<file path="src/rtl/switch_sequencer_pkg.sv">
// Shared definitions for the switch sequencer and its slot/frame enable generators.
// Holds the FSM encoding, width helpers and default timebase constants.
package switch_sequencer_pkg;

    typedef logic [1:0] seq_state_t;

    localparam seq_state_t ST_IDLE  = 2'd0;
    localparam seq_state_t ST_ARMED = 2'd1;
    localparam seq_state_t ST_RUN   = 2'd2;
    localparam seq_state_t ST_DRAIN = 2'd3;

    localparam int DEF_NUM_SW      = 4;
    localparam int DEF_NUM_SLOTS   = 8;
    localparam int DEF_DEAD_CYCLES = 2;
    localparam int DEF_FCNT_W      = 16;

    // Index width for n entries, never narrower than one bit.
    function automatic int idx_width(input int n);
        return (n <= 2) ? 1 : $clog2(n);
    endfunction

    localparam int DEF_SLOT_W = idx_width(DEF_NUM_SLOTS);

endpackage

</file>
<file path="src/rtl/switch_sequencer_sw_blanker.sv">
// Drives the switch outputs, forcing a dead-time gap of zeros whenever the
// loaded pattern differs from what is currently being driven.
module sw_blanker #(
    parameter int NUM_SW      = 4,
    parameter int DEAD_CYCLES = 2
) (
    input  logic              clk,
    input  logic              rst,
    input  logic              clear,
    input  logic              load,
    input  logic [NUM_SW-1:0] target,
    output logic [NUM_SW-1:0] sw_out
);

    localparam int CW = (DEAD_CYCLES < 1) ? 1 : $clog2(DEAD_CYCLES + 1);

    logic [NUM_SW-1:0] pend_q;
    logic [CW-1:0]     cnt_q;
    logic              blanking;

    assign blanking = (cnt_q != '0);

    always_ff @(posedge clk or posedge rst) begin
        if (rst) begin
            sw_out <= '0;
            pend_q <= '0;
            cnt_q  <= '0;
        end else if (clear) begin
            sw_out <= '0;
            cnt_q  <= '0;
        end else if (load) begin
            // A load while blanking always restarts the gap toward the newest pattern.
            if (!blanking && (target == sw_out)) begin
                sw_out <= sw_out;
            end else if (DEAD_CYCLES == 0) begin
                sw_out <= target;
            end else begin
                sw_out <= '0;
                pend_q <= target;
                cnt_q  <= CW'(DEAD_CYCLES);
            end
        end else if (blanking) begin
            cnt_q <= cnt_q - CW'(1);
            if (cnt_q == CW'(1)) begin
                sw_out <= pend_q;
            end
        end
    end

endmodule

</file>
<file path="src/rtl/switch_sequencer.sv">
// Frame/slot pattern sequencer with a double-buffered pattern table that
// swaps atomically on frame boundaries, plus timebase misalignment detection.
module switch_sequencer
    import switch_sequencer_pkg::*;
#(
    parameter int NUM_SW      = DEF_NUM_SW,
    parameter int NUM_SLOTS   = DEF_NUM_SLOTS,
    parameter int SLOT_W      = idx_width(NUM_SLOTS),
    parameter int DEAD_CYCLES = DEF_DEAD_CYCLES,
    parameter int FCNT_W      = DEF_FCNT_W
) (
    input  logic              clk,
    input  logic              reset,
    input  logic              slot_tick,
    input  logic              frame_tick,
    input  logic              start,
    input  logic              stop,
    input  logic              cfg_we,
    input  logic [SLOT_W-1:0] cfg_addr,
    input  logic [NUM_SW-1:0] cfg_data,
    input  logic              cfg_commit,
    output logic [NUM_SW-1:0] sw_out,
    output logic [SLOT_W-1:0] slot_idx,
    output logic [FCNT_W-1:0] frame_cnt,
    output logic              busy,
    output logic              commit_pending,
    output logic              err_overrun
);

    localparam logic [SLOT_W-1:0] LAST_SLOT = SLOT_W'(NUM_SLOTS - 1);

    seq_state_t        state, state_nxt;
    logic [NUM_SW-1:0] shadow [NUM_SLOTS];
    logic [NUM_SW-1:0] active [NUM_SLOTS];

    logic              running;
    logic              do_copy;
    logic              arm_go;
    logic              drain_end;
    logic              adv;
    logic              ov_set;
    logic [SLOT_W-1:0] slot_nxt;
    logic [NUM_SW-1:0] pat_sel;
    logic              blank_load;
    logic              blank_clear;

    always_comb begin
        state_nxt = state;
        case (state)
            ST_IDLE:  if (start && !stop) state_nxt = ST_ARMED;
            ST_ARMED: if (stop) state_nxt = ST_IDLE;
                      else if (frame_tick) state_nxt = ST_RUN;
            ST_RUN:   if (stop) state_nxt = ST_DRAIN;
            ST_DRAIN: if (frame_tick) state_nxt = ST_IDLE;
            default:  state_nxt = ST_IDLE;
        endcase
    end

    always_comb begin
        running   = (state == ST_RUN) || (state == ST_DRAIN);
        arm_go    = (state == ST_ARMED) && !stop && frame_tick;
        drain_end = (state == ST_DRAIN) && frame_tick;
        adv       = running && (frame_tick || slot_tick);
        // While running the table swap waits for the frame boundary.
        do_copy   = commit_pending && (running ? frame_tick : 1'b1);

        slot_nxt = slot_idx;
        ov_set   = 1'b0;
        if (state == ST_ARMED) begin
            slot_nxt = '0;
        end else if (running) begin
            if (frame_tick) begin
                slot_nxt = '0;
                ov_set   = (slot_idx != LAST_SLOT);
            end else if (slot_tick) begin
                if (slot_idx == LAST_SLOT) begin
                    ov_set = 1'b1;
                end else begin
                    slot_nxt = slot_idx + SLOT_W'(1);
                end
            end
        end

        pat_sel     = do_copy ? shadow[slot_nxt] : active[slot_nxt];
        blank_load  = arm_go || (adv && !drain_end);
        blank_clear = (state == ST_IDLE) || drain_end;
    end

    always_ff @(posedge clk or posedge reset) begin
        if (reset) begin
            state          <= ST_IDLE;
            busy           <= 1'b0;
            slot_idx       <= '0;
            frame_cnt      <= '0;
            commit_pending <= 1'b0;
            err_overrun    <= 1'b0;
            for (int i = 0; i < NUM_SLOTS; i++) begin
                shadow[i] <= '0;
                active[i] <= '0;
            end
        end else begin
            state <= state_nxt;
            busy  <= (state_nxt != ST_IDLE);

            if (cfg_we) begin
                shadow[cfg_addr] <= cfg_data;
            end
            if (do_copy) begin
                for (int i = 0; i < NUM_SLOTS; i++) begin
                    active[i] <= shadow[i];
                end
            end

            if (cfg_commit) begin
                commit_pending <= 1'b1;
            end else if (do_copy) begin
                commit_pending <= 1'b0;
            end

            if (arm_go) begin
                slot_idx    <= '0;
                frame_cnt   <= '0;
                err_overrun <= 1'b0;
            end else if (adv) begin
                slot_idx <= slot_nxt;
                if (frame_tick && !drain_end && (frame_cnt != '1)) begin
                    frame_cnt <= frame_cnt + FCNT_W'(1);
                end
                if (ov_set) begin
                    err_overrun <= 1'b1;
                end
            end
        end
    end

    sw_blanker #(
        .NUM_SW      (NUM_SW),
        .DEAD_CYCLES (DEAD_CYCLES)
    ) u_blanker (
        .clk    (clk),
        .rst    (reset),
        .clear  (blank_clear),
        .load   (blank_load),
        .target (pat_sel),
        .sw_out (sw_out)
    );

endmodule

</file>
<file path="config.mk">
export PLATFORM = sky130hd
export DESIGN_NAME = switch_sequencer
export DESIGN_NICKNAME = d
export VERILOG_FILES = /design/src/rtl/switch_sequencer_pkg.sv /design/src/rtl/switch_sequencer_sw_blanker.sv /design/src/rtl/switch_sequencer.sv
export SDC_FILE = /design/constraint.sdc
export NUM_CORES = 1
export LEC_CHECK = 0
export BUFFER_PORTS_ARGS = -buffer_cell sky130_fd_sc_hd__buf_2
export CAP_MARGIN = 20
export CORE_MARGIN = 4
export CORE_UTILIZATION = 50
export DETAILED_ROUTE_END_ITERATION = 8
export PLACE_DENSITY = 0.68
export SETUP_SLACK_MARGIN = 0.05
export SKIP_CTS_REPAIR_TIMING = 1
export SYNTH_ARGS = -nofsm -noshare
export SYNTH_HDL_FRONTEND = slang
export SYNTH_SLANG_ARGS = --single-unit
export TNS_END_PERCENT = 30
</file>
<file path="constraint.sdc">
create_clock -name clk -period 5.9 [get_ports clk]
set_input_delay 0.295 -clock clk [delete_from_list [all_inputs] [get_ports clk]]
set_output_delay 0.295 -clock clk [all_outputs]
set_load 0.02 [all_outputs]
</file>
==> flow_metrics.py <==
metrics = {
    "run_status": {
        "status": "finished, final reports clean",
    },
    "drt": {
        "wirelength_um": 11900,
        "remaining_drc_errors": 0,
        "dr.pass1.iters": 5,
        "vias": 4036,
        "drtAntennaViolNets": 0,
        "viasPerCell": 5.72,
        "avgRoutedWirePerCell_um": 16.8,
        "drt-initial-drc-count": 195,
    },
    "clocking": {
        "cts_tree": "built",
        "h-tree-depth": 3,
        "clk_latency_ps": 370,
        "cts_buffer_depth": 2,
        "root_buffer": "clkbuf_8",
        "path_clk_slew_ps": 100,
        "cts_buffers": 9,
        "clock_sinks": 98,
    },
    "setup_path": {
        "crit_required_ps": 6160,
        "crit_type": "reg2reg",
        "critPathArrivalTime_ps": 4520,
        "cpPeakStageDelay_ps": 780,
        "end_kind": "flip-flop",
        "worstPathCellList": "and2_1 > nand4_2 > nand2_2 > a2111oi_0 > or4_1 > xnor2_1 > o21ai_0 > or4_4 > o21ai_4 > mux2_1",
        "crit_path_top_delay_cell": "dfrtp_1",
        "crit_family": "simple AND/OR/NAND/NOR gates",
        "worstSetupStartpointType": "flip-flop",
        "cp_max_fo": 22,
        "crit_buf_inv": 0,
    },
    "yosys": {
        "yosysWarnings": 0,
        "ys_ff_latch": 98,
        "netlist_top_cells_count": "129 x nand2_1, 98 x dfrtp_1, 34 x mux2_2",
        "seq_area_frac_synth": 0.476,
        "synthTopCellsByArea": "dfrtp_1 48%, nand2_1 9.4%, mux2_2 7.4%, nor2_1 2.2%, and3_1 2.1%",
        "syn-cell-area_mm2": 0.00515,
        "postSynthCellCount": 540,
        "synth_top_cell_by_area": "dfrtp_1",
        "syn-num-nets": 559,
        "synth_edf_count": 0,
        "synthFlopType": "dfrtp_1",
        "async_reset_ff_frac": 1.00,
        "synth_area_per_cell_um2": 9.54,
        "synth_most_common_cell": "nand2_1",
        "ys_types": 67,
        "synth_top_area_share": 0.476,
    },
    "global_route": {
        "grt_pass1_vias": 3828,
        "grt_antenna_before_repair": 0,
        "grt_pass1_wl_um": 19700,
        "grt_start_max_net_pins": 67,
        "grt_overflow_total": 0,
        "grt_use_total": 0.210,
    },
    "placement": {
        "place_congestion": 0.871,
        "pre_cts_ws_ps": 1670,
        "port_buffers": 40,
        "place_hpwl_um": 8260,
    },
    "layout": {
        "synthToLayoutAreaGrowth_pct": 9.93,
        "fill_cells": 890,
        "multiInputGateArea_mm2": 0.00250,
        "diodes": 0,
        "drive_gt1_frac": 0.195,
        "seq_area_mm2": 0.00245,
        "fin_nets": 587,
    },
    "timing": {
        "hold_viol": 0,
        "fin_crit_sh": 0.722,
        "max_slew_margin": 0.306,
        "setup_viol": 0,
        "finClkSkew_ps": 8.55,
        "clock.fmax_mhz": 235,
        "rsz0062_at_grt": "no",
        "drv_slew": 0,
        "fin_crit_ps": 4260,
        "worstMarginPinSlew_ps": 1040,
        "setup_tns_ps": 0,
        "setup_ws_ps": 1640,
    },
    "floorplanning": {
        "num_rows": 36,
        "core-area_mm2": 0.00991,
        "floorplan.initialDensity": 0.520,
        "die_h_um": 110,
        "fp.dieW_um": 110,
        "io_pins": 41,
        "die_area_mm2": 0.0120,
    },
    "pwr": {
        "p_leak_nw": 2.63,
        "p_switching_mw": 0.949,
        "vdd_drop_max_mv": 0.157,
        "cellPowerDensity_mw_per_mm2": 434,
        "clockPowerShare": 0.206,
        "p_seq_frac": 0.427,
        "p_int_mw": 1.51,
        "p_comb_frac": 0.367,
        "p_sw_frac": 0.386,
    },
    "min_path": {
        "hold_path.class": "in2reg",
    },
    "job": {
        "drv_cap": 0,
    },
}
-- stage by stage --
| step | hold slack, ps | utilization | total power, mW | cell area, um^2 | std cells |
|---|---|---|---|---|---|
| finish | 90.2 | 0.571 | 2.46 | 5660 | 706 |
| CTS | -83.1 | 0.570 | 2.46 | 5650 | 705 |
| global placement | 320 | 0.547 | 1.93 | 5420 | 689 |
| global route | 91.3 | 0.571 | 2.63 | 5660 | 706 |
| detailed placement | 325 | 0.547 | 1.96 | 5420 | 689 |
| floorplan | 387 | - | 1.73 | 5150 | 540 |
-- power groups by stage --
stage | Clock (mW) | Sequential, mW | Combinational [mW]
floorplan | 0 | 1.00 | 0.729
detailed placement | 0 | 1.06 | 0.900
CTS | 0.514 | 1.04 | 0.904
finish | 0.506 | 1.05 | 0.902
global placement | 0 | 1.05 | 0.876
global route | 0.541 | 1.07 | 1.01
-- final timing paths --
check | startpoint | end | slack [ps] | cells after the start
max in group asynchronous | reset | u_blanker.sw_out[2] | 4260 | 4
hold / removal | cfg_commit | commit_pending | 90 | 2
hold reg to reg | active[29] | active[29] | 480 | 2
setup reg to reg | state[1] | u_blanker.pend_q[1] | 1640 | 10
setup / recovery | state[1] | u_blanker.pend_q[1] | 1640 | 10
min in group asynchronous | reset | shadow[5] | 460 | 3
-- placed cells by master, fill, tap and decap left out, drive strengths merged, types with 3 or more instances in the layout --
cell type  count
nor2          31
a21oi         13
xnor2          9
a211oi         8
nand3         15
buf           44
xor2          12
mux2          36
dfrtp         98
ha             4
a2111oi        6
nand2        131
nor3          10
clkbuf        11
nand4b         3
a31oi          4
inv           19
and3          17
nor2b          4
o21ai         25
and2           4
nand4          7
mux2i         11
-- final cells by class --
class                   instances  area share
inverters                      18      0.0124
repair buffers                 45      0.0424
clock buffers                  11      0.0267
well taps                     133      0.0294
flip-flops and latches         98       0.433
multi-input cells             396       0.441
clock inverters                 5      0.0146
-- cell families after synthesis --
kind of cell    Yosys count  share of synthesized area
xor+xnor                 21                     0.0357
mux                      47                      0.103
fa+ha+maj                 4                    0.00972
flops                    98                      0.476
compound gates           89                      0.129
buf+inv                  46                     0.0396
simple gates            235                      0.207
-- state kept, by name, summed over array words and instances, names as in the netlist --
register	cells
shadow	32
u_blanker.sw_out	4
commit_pending	1
slot_idx	3
active	32
busy	1
u_blanker.pend_q	4
frame_cnt	16
u_blanker.cnt_q	2
state	2
err_overrun	1
-- layer usage --
| layer | wire length, um | up-vias | global-route usage |
|---|---|---|---|
| li1 | - | 1939 | - |
| met1 | 5870 | 1987 | 0.319 |
| met2 | 5380 | 102 | 0.311 |
| met3 | 513 | 8 | 0.0399 |
| met4 | 103 | 0 | 0.0525 |
| met5 | 0 | - | 0 |
-- worst register-to-register path, cell delays in order (launching register included) --
cell and delay [ps]:
dfrtp_1 780, and2_1 350, nand4_2 350, nand2_2 480, a2111oi_0 170, or4_1 620, xnor2_1 150, o21ai_0 100
or4_4 570, o21ai_4 220, mux2_1 350
Note: power is estimated with default switching activity, not from simulation.
